===== src/rtl/rambus_pkg.sv =====
// Shared types and constants for the APB-to-RamBus bridge.
package rambus_pkg;

  localparam int RB_ADDR_W = 14;
  localparam int RB_DATA_W = 32;
  localparam logic [1:0] ALIGN_MASK = 2'b11;

  typedef enum logic [2:0] {
    IDLE,
    ISSUE,
    WAIT,
    RESP,
    ERR
  } rb_state_t;

endpackage


===== src/rtl/rb_timeout_counter.sv =====
// Clear/enable cycle counter; o_tc flags the terminal count TIMEOUT_CYCLES-1.
module rb_timeout_counter #(
  parameter int TIMEOUT_CYCLES = 255
) (
  input  logic i_clk,
  input  logic i_rst,
  input  logic i_clr,
  input  logic i_en,
  output logic o_tc
);

  localparam int CNT_W = $clog2(TIMEOUT_CYCLES);
  localparam logic [CNT_W-1:0] TC_VAL = CNT_W'(TIMEOUT_CYCLES - 1);

  logic [CNT_W-1:0] r_cnt;

  always_ff @(posedge i_clk) begin
    if (i_rst || i_clr) begin
      r_cnt <= '0;
    end else if (i_en) begin
      r_cnt <= r_cnt + 1'b1;
    end
  end

  assign o_tc = (r_cnt == TC_VAL);

endmodule


===== src/rtl/apb_rambus_bridge.sv =====
// APB slave to RamBus register bridge: one outstanding access, registered
// handshake, single-cycle latch strobe, ack timeout and saturating error count.
module apb_rambus_bridge
  import rambus_pkg::*;
#(
  parameter int ADDR_W         = RB_ADDR_W,
  parameter int DATA_W         = RB_DATA_W,
  parameter int TIMEOUT_CYCLES = 255,
  parameter int ERR_CNT_W      = 8
) (
  input  logic                 clk,
  input  logic                 rst,
  input  logic                 psel,
  input  logic                 penable,
  input  logic                 pwrite,
  input  logic [ADDR_W-1:0]    paddr,
  input  logic [DATA_W-1:0]    pwdata,
  output logic [DATA_W-1:0]    prdata,
  output logic                 pready,
  output logic                 pslverr,
  output logic                 rb_ncs,
  output logic                 rb_wrnrd,
  output logic                 rb_latch,
  output logic [ADDR_W-1:0]    rb_addr,
  output logic [DATA_W-1:0]    rb_wdata,
  input  logic [DATA_W-1:0]    rb_rdata,
  input  logic                 rb_ack,
  output logic [ERR_CNT_W-1:0] err_count
);

  rb_state_t r_state, w_next;

  logic                 w_setup, w_misaligned, w_ack, w_abort;
  logic                 w_cnt_clr, w_cnt_en, w_tc, w_err_inc;
  logic                 r_ack_pend;
  logic [DATA_W-1:0]    r_rdata_pend;
  logic [DATA_W-1:0]    r_prdata, r_wdata;
  logic [ADDR_W-1:0]    r_addr;
  logic                 r_pready, r_pslverr, r_ncs, r_wrnrd, r_latch;
  logic [ERR_CNT_W-1:0] r_err_cnt;

  assign w_setup      = psel && !penable;
  assign w_misaligned = (paddr[1:0] & ALIGN_MASK) != 2'b00;
  assign w_ack        = rb_ack || r_ack_pend;
  assign w_err_inc    = w_abort || (r_state == ERR);

  rb_timeout_counter #(
    .TIMEOUT_CYCLES(TIMEOUT_CYCLES)
  ) u_timeout (
    .i_clk(clk),
    .i_rst(rst),
    .i_clr(w_cnt_clr),
    .i_en (w_cnt_en),
    .o_tc (w_tc)
  );

  always_ff @(posedge clk) begin
    if (rst) r_state <= IDLE;
    else     r_state <= w_next;
  end

  always_comb begin
    w_next    = r_state;
    w_abort   = 1'b0;
    w_cnt_clr = 1'b0;
    w_cnt_en  = 1'b0;
    case (r_state)
      IDLE:  if (w_setup) w_next = w_misaligned ? ERR : ISSUE;
      ISSUE: begin
        w_cnt_clr = 1'b1;
        w_next    = WAIT;
      end
      WAIT: begin
        if (w_ack) begin
          w_next = RESP;
        end else if (!psel) begin
          w_abort = 1'b1;
          w_next  = IDLE;
        end else if (w_tc) begin
          w_next = ERR;
        end else begin
          w_cnt_en = 1'b1;
        end
      end
      RESP:    w_next = IDLE;
      ERR:     w_next = IDLE;
      default: w_next = IDLE;
    endcase
  end

  // Outputs are registered from the next state so they line up with it.
  always_ff @(posedge clk) begin
    if (rst) begin
      r_prdata     <= '0;
      r_pready     <= 1'b0;
      r_pslverr    <= 1'b0;
      r_ncs        <= 1'b1;
      r_wrnrd      <= 1'b0;
      r_latch      <= 1'b0;
      r_addr       <= '0;
      r_wdata      <= '0;
      r_err_cnt    <= '0;
      r_ack_pend   <= 1'b0;
      r_rdata_pend <= '0;
    end else begin
      r_latch   <= (w_next == ISSUE);
      r_ncs     <= !((w_next == ISSUE) || (w_next == WAIT));
      r_pready  <= (w_next == RESP) || (w_next == ERR);
      r_pslverr <= (w_next == ERR);
      if (r_state == IDLE && w_setup) begin
        r_addr  <= paddr;
        r_wdata <= pwdata;
        r_wrnrd <= pwrite;
      end
      // An ack seen during ISSUE is held over and consumed in the first WAIT cycle.
      r_ack_pend <= (r_state == ISSUE) && rb_ack;
      if (r_state == ISSUE) r_rdata_pend <= rb_rdata;
      if (r_state == WAIT && w_ack && !r_wrnrd) begin
        r_prdata <= r_ack_pend ? r_rdata_pend : rb_rdata;
      end
      if (w_err_inc && (r_err_cnt != '1)) r_err_cnt <= r_err_cnt + 1'b1;
    end
  end

  assign prdata    = r_prdata;
  assign pready    = r_pready;
  assign pslverr   = r_pslverr;
  assign rb_ncs    = r_ncs;
  assign rb_wrnrd  = r_wrnrd;
  assign rb_latch  = r_latch;
  assign rb_addr   = r_addr;
  assign rb_wdata  = r_wdata;
  assign err_count = r_err_cnt;

endmodule


===== config.mk =====
export PLATFORM = sky130hd
export DESIGN_NAME = apb_rambus_bridge
export DESIGN_NICKNAME = d
export VERILOG_FILES = /design/src/rtl/rambus_pkg.sv /design/src/rtl/rb_timeout_counter.sv /design/src/rtl/apb_rambus_bridge.sv
export SDC_FILE = /design/constraint.sdc
export NUM_CORES = 1
export LEC_CHECK = 0
export CORE_UTILIZATION = 40
export CTS_CLUSTER_SIZE = 14
export DETAILED_ROUTE_END_ITERATION = 16
export PLACE_DENSITY = 0.76
export SKIP_CTS_REPAIR_TIMING = 1
export SYNTH_ARGS = -nofsm -noshare
export SYNTH_HDL_FRONTEND = slang
export SYNTH_HIERARCHICAL = 1
export SYNTH_SLANG_ARGS = --single-unit

===== constraint.sdc =====
create_clock -name clk -period 2.2 [get_ports clk]
set_input_delay 0.44 -clock clk [delete_from_list [all_inputs] [get_ports clk]]
set_output_delay 0.44 -clock clk [all_outputs]
set_load 0.02 [all_outputs]

==> impl_summary.txt <==
----------------------------------------------------
[STA]
  Final setup violation count ... 0
  Setup total negative slack ... 0 ns
  Final setup skew ... 0.00754 ns
  PnR worst setup slack ... 0.106 ns
  Final Hold Fails ... 0
  Number of pins with negative max-slew slack in the final report ... 0
  Worst relative slew slack ... 53.0%
  Fin crit share ... 95.2%
  Final critical delay including setup and external delays ... 2.09 ns
  Hold slack ... 0.453 ns
  Unrepaired setup endpoints after global routing ... no
  Maximum frequency from static timing analysis ... 478 MHz
  Least-Margin Pin Slew ... 0.704 ns

[Min path]
  Number of instances on the worst hold path ... 2
  Type of the tightest min-delay check ... reg -> reg
  Endpoint of the worst hold path ... r_rdata_pend[23]$_SDFFE_PP0N_
  HP Start ... r_rdata_pend[23]$_SDFFE_PP0N_

[Layout]
  Fraction of final layout cells sized beyond drive strength 1 ... 11.7%
  Number of fill cells ... 1,091
  Nets ... 869
  Register cell area after layout ... 0.00270 mm²
  Number of antenna diodes ... 0
  Signed area change from the synthesized netlist to the final layout ... 49.5%
  Final standard cell utilization of the core ... 61.0%
  Total area of multi-input combinational cells ... 0.00249 mm²

[Setup path]
  Cell with the largest stage delay on the worst path ... or3b_1
  Sort of element at the end of the critical path ... register
  Crit path arrival time ... 2.43 ns
  RR Endpoint ... u_timeout/r_cnt[7]$_SDFFE_PP0P_
  Startpoint of the worst register-to-register path ... r_state[0]$_SDFF_PP0_
  Cell-by-cell trace of the critical path ... or3b_1 -> nor4b_2 -> nor2b_2 -> nand3_1 -> or4_1 -> a21oi_1
  Critical path type ... reg -> reg
  CP required ... 2.53 ns
  Setup slack of the worst register-to-register path ... 0.11 ns
  Kind of launch point of the worst setup path ... register
  Maximum single-stage delay on the critical path ... 0.42 ns
  CP max FO ... 4
  Number of cells traversed by the worst register-to-register path ... 6

[Power]
  Switching pwr ... 1400 µW
  Internal power ... 5220 µW
  Part of the power in combinational logic ... 9.5%
  Max VDD drop ... 0.487 mV
  Final total power ... 6610 µW
  Total power divided by cell area ... 821 mW/mm²
  Switching portion of total power ... 21.1%
  Leakage power of the design ... 0.00272 µW
  Share of total power in sequential cells ... 38.6%
  Relative contribution of the clock network to total power ... 51.8%

[Die]
  Top-level I/O count ... 175
  Initial core utilization ... 40.8%
  Die Y ... 118 µm
  Die area ... 0.0139 mm²
  Row cnt ... 42
  Die span in x ... 118 µm
  Core outline area ... 0.0132 mm²

[Clock network]
  TritonCTS clock tree ... done
  Deepest clock path buffer count ... 2
  Number of buffers added by the clock tree synthesis step ... 17
  Number of H-tree branching levels ... 4
  Clock network latency to the later pin of the worst-skew pair ... 0.42 ns
  Cell at the root of the clock tree ... clkbuf_16
  CTS clk-pin slew, worst paths ... 0.05 ns
  CTS Sinks ... 135

[Routing]
  Post-Route M1 WL ... 5960 µm
  Via total after detailed routing ... 4,925
  Via density per instance ... 5.07
  Routed wl met2 ... 6950 µm
  Met3 wire len ... 797 µm
  Highest metal layer with signal wires ... met4
  Count of antenna-violating nets left after detailed routing ... 0
  Total detailed-routing wirelength ... 14,100 µm
  Mean routed wirelength per cell ... 14.5 µm
  DRC violations left ... 0
  Router iterations before antenna repair ... 4
  Iteration-0 DRC count of the detailed router ... 292

[Yosys]
  Most used DFF post-synth ... dfxtp_1
  Sequential area share after synthesis ... 50.2%
  Seq cells post-synth ... 135
  Asr flop ratio synth ... 0%
  Top post-synthesis cells by area ... dfxtp_1 (50%), nand2_1 (11%), a21oi_1 (8.0%)
  Share of the synthesized area in the top cell type ... 50.2%
  Average size of a mapped cell ... 8.74 µm²
  Post-Synthesis Net Count ... 703
  Synth area leader ... dfxtp_1
  EDFF count, synth ... 0
  Number of library cell types mapped by synthesis ... 42
  Synthesized cell area ... 0.00538 mm²
  Yosys warns ... 6
  Post-Synthesis Cells ... 616

[Status]
  Run status ... complete, no violations

[Global routing]
  Initial antenna violation count ... 0
  Largest net degree at the start of global routing ... 65
  Overall routing resource usage ... 20.8%
  Via count of the first global-routing pass ... 4,826
  Remaining Overflow, GRT ... 0
  Global-route wire length before repair ... 23,200 µm

[Placement]
  Weighted congestion reported at the end of routability-driven placement ... 0.758
  Detail Placement HPWL ... 9280 µm
  Count of buffers from port buffering ... 174
  Place WS ... -0.197 ns

[Flow run]
  Number of max-cap violations ... 0

----------------------------------------------------
[power by group through the flow]
stage | sequential [µW] | clock, µW | combinational [µW]
global route | 2560 | 3590 | 679
detailed placement | 2610 | 0 | 630
finish | 2560 | 3430 | 631
floorplan | 2680 | 0 | 214
CTS | 2560 | 3480 | 634
global placement | 2600 | 0 | 617
[cell type report]
type	count	area share, %
repair buffers	191	23.8
clock buffers	19	5.50
multi-input cells	435	30.9
clock inverters	13	3.40
inverters	2	0.0932
flip-flops and latches	135	33.6
well taps	176	2.74
[state kept, by name, summed over array words and instances, names as in the netlist, 3 cells and up]
register         flops
prdata              32
err_count            8
u_timeout/r_cnt      8
r_rdata_pend        32
rb_addr             14
r_state              3
rb_wdata            32
[synth_stat cells, types with 3 or more instances]
cell / count
clkbuf_1: 33
nand2_1: 164
nand3_1: 5
ha_1: 3
nor4_1: 4
buf_4: 3
a211oi_1: 5
dfxtp_1: 135
nand2b_1: 3
buf_6: 3
mux2i_1: 34
a211oi_2: 28
xor2_1: 3
nor2b_1: 6
nor4b_1: 4
buf_2: 3
mux2_2: 5
a21oi_1: 86
nor2_1: 55
nand4_1: 4
[kinds of logic (layout without fill, tap and decap cells)]
| group | Yosys count | count (layout) | share of synthesized area (%) |
|---|---|---|---|
| adders and majority gates | 3 | 3 | 0.697 |
| xor gates and xnor gates | 4 | 4 | 0.651 |
| muxes | 39 | 39 | 7.37 |
| DFF | 135 | 135 | 50.2 |
| AOI/OAI and AO/OA | 127 | 127 | 16.3 |
| and+or+nand+nor | 262 | 262 | 20.9 |
| buffers and inverters | 46 | 225 | 3.90 |
[per-stage QoR]
stage | area, µm² | cells
after CTS | 8040 | 971
after global routing | 8050 | 971
after global placement | 7330 | 939
final | 8050 | 971
after floorplan | 5380 | 616
after detailed placement | 7330 | 939
[worst max-delay path: cells and delay by family (launching register included)]
family           cells  cell delay, ns
AND/OR/NAND/NOR      5            1.52
flip-flops           1            0.31
AO/OA/AOI/OAI        1            0.19
[placed cells by master, fill, tap and decap left out, types with 3 or more instances in the layout]
cell	instances
nand2_1	164
buf_12	4
a211oi_1	5
mux2i_1	34
bufinv_16	8
nand2b_1	3
nand3_1	4
buf_4	14
nor2b_1	5
nand4_1	4
mux2_2	5
a21oi_1	86
ha_1	3
nor4_1	4
clkdlybuf4s50_1	173
clkbuf_16	17
nor4b_1	3
dfxtp_1	134
nor2_1	55
a211oi_2	28
xor2_1	3
[worst max path at each step]
| stage | from | slack (ns) | endpoint | depth (start not counted) |
|---|---|---|---|---|
| 6_report | r_state[0]$_SDFF_PP0_ | 0.11 | u_timeout/r_cnt[7]$_SDFFE_PP0P_ | 6 |
| 3_5_place_dp | rb_ack | -0.20 | u_timeout/r_cnt[7]$_SDFFE_PP0P_ | 6 |
| 4_1_cts | r_state[0]$_SDFF_PP0_ | 0.04 | u_timeout/r_cnt[7]$_SDFFE_PP0P_ | 6 |
| 5_1_grt | r_state[0]$_SDFF_PP0_ | 0.02 | u_timeout/r_cnt[7]$_SDFFE_PP0P_ | 6 |
| 3_3_place_gp | rb_ack | -0.13 | u_timeout/r_cnt[7]$_SDFFE_PP0P_ | 6 |
| 2_1_floorplan | r_state[1]$_SDFF_PP0_ | 0.02 | u_timeout/r_cnt[5]$_SDFFE_PP0P_ | 7 |
[layer usage]
layer / track usage (%) / vias to the layer above
li1: - / 2425
met1: 23.5 / 2332
met2: 35.3 / 136
met3: 6.64 / 32
met4: 9.94 / 0
met5: 0 / -
No activity file was read; power rests on OpenSTA's default activity.
